<file path="config.mk">
export PLATFORM = sky130hd
export DESIGN_NAME = bcd_display_scanner
export DESIGN_NICKNAME = d
export VERILOG_FILES = /design/src/rtl/bcd_display_scanner.sv
export SDC_FILE = /design/constraint.sdc
export NUM_CORES = 1
export LEC_CHECK = 0
export ABC_AREA = 1
export BUFFER_PORTS_ARGS = -buffer_cell sky130_fd_sc_hd__buf_2
export CORE_AREA = 3 3 71 86
export DETAILED_ROUTE_END_ITERATION = 7
export DIE_AREA = 0 0 74 89
export MAX_ROUTING_LAYER = met4
export REMOVE_ABC_BUFFERS = 1
export SYNTH_ARGS = -nofsm -noshare
export SYNTH_HDL_FRONTEND = slang
export SYNTH_SLANG_ARGS = --single-unit
</file>
<file path="constraint.sdc">
create_clock -name clk -period 2.5 [get_ports clk]
set_clock_uncertainty 0.1 [all_clocks]
set_input_delay 0.625 -clock clk [delete_from_list [all_inputs] [get_ports clk]]
set_output_delay 0.625 -clock clk [all_outputs]
set_load 0.02 [all_outputs]
</file>
<file path="src/rtl/bcd_display_scanner.sv">
// bcd_display_scanner
//   Scan driver for an N-digit common-cathode 7-segment display. It captures
//   a packed BCD value on load and cycles through the digits one at a time.
//   Each digit slot lasts DIV clocks: one dead-time BLANK cycle followed by
//   DIV-1 SHOW cycles. Code 4'hF is the blank code for the downstream decoder.
//   Every output is decoded from registers only, so there is no combinational
//   path from any input to any output.
// Ports:
//   clk      - system clock, rising edge
//   rst_n    - asynchronous active-low reset
//   value    - packed BCD input, digit i = value[4*i+3:4*i]
//   load     - capture value into the shadow register at this edge
//   lzb      - leading-zero blanking enable (registered)
//   blank    - force the display dark (registered); the scan keeps running
//   bcd_out  - BCD code of the selected digit, 4'hF when dark or blanked
//   digit_en - one-hot active-high digit enable
//   frame    - one-cycle pulse at the start of each complete scan frame
module bcd_display_scanner #(
  parameter int unsigned NUM_DIGITS = 4,
  parameter int unsigned DIV        = 1000
) (
  input  logic                    clk,
  input  logic                    rst_n,
  input  logic [4*NUM_DIGITS-1:0] value,
  input  logic                    load,
  input  logic                    lzb,
  input  logic                    blank,
  output logic [3:0]              bcd_out,
  output logic [NUM_DIGITS-1:0]   digit_en,
  output logic                    frame
);

  localparam int unsigned CNT_W = (DIV > 1) ? $clog2(DIV) : 1;
  localparam int unsigned IDX_W = (NUM_DIGITS > 1) ? $clog2(NUM_DIGITS) : 1;

  typedef enum logic {
    BLANK = 1'b0,
    SHOW  = 1'b1
  } state_e;

  state_e                  state_q, state_d;
  logic [CNT_W-1:0]        cnt_q, cnt_d;
  logic [IDX_W-1:0]        idx_q, idx_d;
  logic [4*NUM_DIGITS-1:0] shadow_q, shadow_d;
  logic                    frame_q, frame_d;
  logic                    lzb_q;
  logic                    blank_q;

  logic [3:0]              sel_digit;
  logic                    sel_lz;
  logic [NUM_DIGITS-1:0]   lz_mask;
  logic [NUM_DIGITS-1:0]   sel_onehot;
  logic                    run_zero;

  // frame_q doubles as the wrap flag: it is set only on the edge that wraps
  // idx from NUM_DIGITS-1 back to 0, so the first post-reset BLANK has no pulse.
  always_comb begin
    cnt_d    = cnt_q + 1'b1;
    idx_d    = idx_q;
    state_d  = SHOW;
    frame_d  = 1'b0;
    shadow_d = load ? value : shadow_q;
    if (cnt_q == CNT_W'(DIV - 1)) begin
      cnt_d   = '0;
      state_d = BLANK;
      if (idx_q == IDX_W'(NUM_DIGITS - 1)) begin
        idx_d   = '0;
        frame_d = 1'b1;
      end else begin
        idx_d = idx_q + 1'b1;
      end
    end
  end

  always_ff @(posedge clk or negedge rst_n) begin
    if (!rst_n) begin
      state_q  <= BLANK;
      cnt_q    <= '0;
      idx_q    <= '0;
      shadow_q <= '0;
      frame_q  <= 1'b0;
      lzb_q    <= 1'b0;
      blank_q  <= 1'b0;
    end else begin
      state_q  <= state_d;
      cnt_q    <= cnt_d;
      idx_q    <= idx_d;
      shadow_q <= shadow_d;
      frame_q  <= frame_d;
      lzb_q    <= lzb;
      blank_q  <= blank;
    end
  end

  // lz_mask[i] is set when digits i..NUM_DIGITS-1 of the shadow are all zero,
  // built by walking down from the most significant digit.
  always_comb begin
    lz_mask  = '0;
    run_zero = 1'b1;
    for (int unsigned k = 0; k < NUM_DIGITS; k++) begin
      run_zero = run_zero & (shadow_q[4*(NUM_DIGITS-1-k) +: 4] == 4'd0);
      lz_mask[NUM_DIGITS-1-k] = run_zero;
    end
  end

  always_comb begin
    sel_digit  = '0;
    sel_lz     = 1'b0;
    sel_onehot = '0;
    for (int unsigned i = 0; i < NUM_DIGITS; i++) begin
      if (idx_q == IDX_W'(i)) begin
        sel_digit     = shadow_q[4*i +: 4];
        sel_lz        = (i != 0) && lz_mask[i];
        sel_onehot[i] = 1'b1;
      end
    end
  end

  always_comb begin
    digit_en = '0;
    bcd_out  = 4'hF;
    if (state_q == SHOW && !blank_q) begin
      digit_en = sel_onehot;
      bcd_out  = (lzb_q && sel_lz) ? 4'hF : sel_digit;
    end
  end

  assign frame = frame_q;

endmodule

</file>
## Word level (Yosys, flattened, before mapping)

Index checks and enable logic that the tools add are counted.
Widths: inputs -> output; s select.

- Output and inout port bits: 9
- Input port bits: 21
- Flip-flop bits (word level): 32

- Add/subtract/negate cells: 2
- Bitwise gates (word level): 2
- Reductions and logical operators: 7
- Equal/unequal tests: 4
- Mux-type cells: 18

Operators by type and width:

| cell | number |
|---|---|
| $mux 4 | 7 |
| $logic_not 4->1 | 3 |
| $add 10x1->10 const B | 1 |
| $eq 10x10->1 const B | 1 |
| $mux 10 | 1 |
| $mux 1 | 9 |
| $eq 2x2->1 const B | 2 |
| $add 2x1->2 const B | 1 |
| $and 1x1->1 | 2 |
| $eq 2x1->1 const B | 1 |
| $logic_and 1x1->1 | 2 |
| $logic_not 2->1 | 1 |
| $mux 2 | 1 |
| $logic_not 1->1 | 1 |

## Longest topological paths before layout

- Depth after elaboration: 9
- Depth in mapped cells: 10
- Mapped depth without buffers: 10

## Worst setup path before layout

OpenSTA, ideal clock, no wires.

- Kind: reg2out
- From: register idx_q[0]
- To: output port bcd_out[0]
- Slack: 552 ps
- Cell stages (with the launch flop): 9
- Required time: 1,775 ps
- Arrival time: 1,223 ps
- Cell sequence: dfrtp_1 -> inv_1 -> ha_1 -> inv_1 -> nand2_1 -> nand2_1 -> nand2_1 -> nand2_1 -> nand2_1

- Cells in the longest elaborated chain, start to end: 7

RTL lines:

| element | RTL line | RTL |
|---|---|---|
| start: declaration | 43 | `logic [IDX_W-1:0] idx_q, idx_d;` |
| start signal: assignment | 87 | `idx_q <= idx_d;` |
| $logic_not 2->1 / $eq 2x1->1 (equally long branches) | 111 | `if (idx_q == IDX_W'(i)) begin` |
| $mux 4 / $mux 1 (equally long branches) (3 in a row) | 111 |  |
| $mux 4 / $logic_and 1x1->1 (equally long branches) | 111, 124 |  |
| $mux 4 * | 124 | `bcd_out = (lzb_q && sel_lz) ? 4'hF : sel_digit;` |
| $mux 4 * | 122 | `if (state_q == SHOW && !blank_q) begin` |
| end: declaration | 28 | `output logic [3:0] bcd_out,` |

Mark *: on every way between the ends. The rest lies on a longest branch, timed or not.

## Worst setup path in the final report

- From: register idx_q[1]
- To: output port bcd_out[2]

Same word-level chain as after synthesis.

==> reports/metrics.yaml <==
status: "finished, final reports clean"
track_usage_pct: 11.3
gp_congestion: 0.905
reg2reg_to: "cnt_q[0]"
netlist-cell-type-count: 24
synth_edf_count: 0
r2r_cells: 7
netlist_top_cells_area: "dfrtp_1, nand2_1, o21ai_0"
cp.depth: 11
die_y_um: 89
synth-main-ff-cell: "dfrtp_1"
highest_layer: "met4"
cts_buffers: 5
p_leak_nw: 0.983
hold_path_class: "primary input to async pin"
ff_latch_area_um2: 801
yosysTopAreaCell: "dfrtp_1"
drc: 0
cp.arrival_ns: 1.61
startpoint: "idx_q[1]"
ios: 30
synth_common_cells: "dfrtp_1, nand2_1, inv_1"
critPathSlowestCell: "dfrtp_1"
powerDensity_mw_per_mm2: 612
crit_path_end: "bcd_out[2]"
syn_avg_cell_area_um2: 8.86
dr_wl_met2_um: 1590
diodes: 0
drv_cap: 0
yosysSeqAreaShare_pct: 50.8
worst_slew_pin_slew_ns: 0.688
path_delay_family: "simple AND/OR/NAND/NOR gates"
yosys.area.top_type_share_pct: 50.8
avgViaCountPerCell: 4.53
ant_nets: 0
power_w: 0.00120
critPathLaunchType: "flop"
synth_cells: 178
die_x_um: 74
crit_top_cell: "nand2_1"
finalMaxSlewViolations: 0
rsz0062_at_grt: "true"
dieArea_mm2: 0.00659
slowest_delay_ns: 0.41
coreArea_mm2: 0.00533
hold_buffers: 0
drive_gt1_share_pct: 29.8
clk_path_buf_depth: 2
worstPathRequired_ns: 1.77
peakVddDrop_v: 0.000211
met3_length_um: 194
wl_met1_um: 1320
hold_viol: 0
clock_sinks: 32
initial_core_util_pct: 29.6
syn_to_final_growth_pct: 24.4
portBuffers: 29
n_fill_cell: 559
fin_crit_sh_pct: 93.6
grt_max_degree: 33
wirelength_um: 3200
wl_per_cell_um: 11.5
core.rowCount: 29
overflow: 0
cp_max_fo: 5
synthArstFlopShare_pct: 100
finalSetupViolCount: 0
ctsRootBufferMaster: "clkbuf_8"
critical_path_class: "flop to primary output"
cp-end-kind: "primary output"
multiInputGateArea_um2: 673
max_freq_mhz: 427
dpl.hpwl_um: 2370
initialDrtViolationCount: 48
nets: 240
htreeDepth: 2
final_util_pct: 36.8
syn_area_mm2: 0.00158
vias: 1255
cts_tree: "done"
slew_headroom_pct: 54.2
path_buf_inv: 3
clk_pin_slew_worst_paths_ns: 0.07
grt_first_pass_wirelength_um: 5390
setup_tns_ns: 0
cp_cell_sequence: "inv_2, ha_4, inv_2, nor2_1, nand3_1, nand2_1, nand2_1, nand2_1, nand2_2, nand2_1, buf_2"
yosys_warnings: 0
drtPass1Iterations: 4
ys_ff_latch: 32
insertion_delay_ns: 0.29
antenna_found_initial: 0
r2r_slack_ns: 1.12
grt_pass1_vias: 1277
rr_startpoint: "cnt_q[0]"
synthMostInstantiatedCell: "dfrtp_1"
period_needed_ns: 2.34
how the worst min path moves through the flow:
stage,startpoint,endpoint,slack [ns],depth (start not counted)
after floorplan,rst_n,blank_q,0.23,0
after global placement,cnt_q[5],cnt_q[5],0.39,1
after detailed placement,cnt_q[5],cnt_q[5],0.40,1
after CTS,rst_n,shadow_q[6],0.30,1
after global routing,blank,blank_q,0.33,1
final,rst_n,shadow_q[6],0.27,1
registers in the layout, indices dropped and copies added, names as in the netlist:
| name | flops |
|---|---|
| cnt_q | 10 |
| shadow_q | 16 |
| frame | 1 |
| blank_q | 1 |
| state_q | 1 |
| idx_q | 2 |
| lzb_q | 1 |
report_power, final:
part | switching, W | leakage, nW | internal [W]
combinational | 0.0000597 | 0.527 | 0.0000396
sequential | 0.0000114 | 0.392 | 0.000543
clock | 0.000195 | 0.0645 | 0.000352
per-layer routing:
layer / GRT usage [%] / vias to the layer above
met4: 6.43 / 0
li1: - / 648
met1: 11.2 / 566
met2: 19.4 / 31
met3: 3.49 / 10
met5: - / -
stage by stage:
stage / instance area, µm² / std cells / setup WS (ns) / hold slack [ns]
2_1_floorplan: 1560 / 175 / 0.552 / 0.229
3_3_place_gp: 1780 / 266 / 0.391 / 0.390
3_5_place_dp: 1780 / 266 / 0.386 / 0.401
4_1_cts: 1910 / 274 / 0.0629 / 0.303
5_1_grt: 1960 / 277 / -0.0180 / 0.329
6_report: 1960 / 277 / 0.160 / 0.270
what timing repair did:
item | CTS | global route
setup buffers | 0 | 2
resized for setup | 0 | 13
endpoints found under the setup margin | 0 | 4
layout make-up:
class | instances | area share [%]
sequential | 32 | 40.8
multi-input combinational | 115 | 34.3
timing repair buffer | 31 | 8.42
inverter | 28 | 5.62
clock buffer | 7 | 4.91
tap | 62 | 3.96
clock inverter | 1 | 1.53
timing repair inverter | 1 | 0.383
cells by family (layout without fill, tap and decap cells):
kind of cell | Yosys count | in the layout | synth area share (%)
AOI/OAI and AO/OA | 37 | 37 | 12.4
muxes | 4 | 4 | 2.86
xor gates and xnor gates | 2 | 2 | 1.11
buffers and inverters | 31 | 68 | 7.78
adders and majority gates | 5 | 5 | 3.97
DFF | 32 | 32 | 50.8
and+or+nand+nor | 67 | 67 | 21.1
cell usage in the layout, fill, tap and decap left out, types with 5 or more instances in the layout:
cell type	n
dfrtp_1	32
buf_2	27
nand2_1	26
inv_1	21
o21ai_0	19
nor2_1	16
a21oi_1	13
nand3_1	9
clkbuf_8	7
inv_2	5
(Power assumes the default switching activity.)
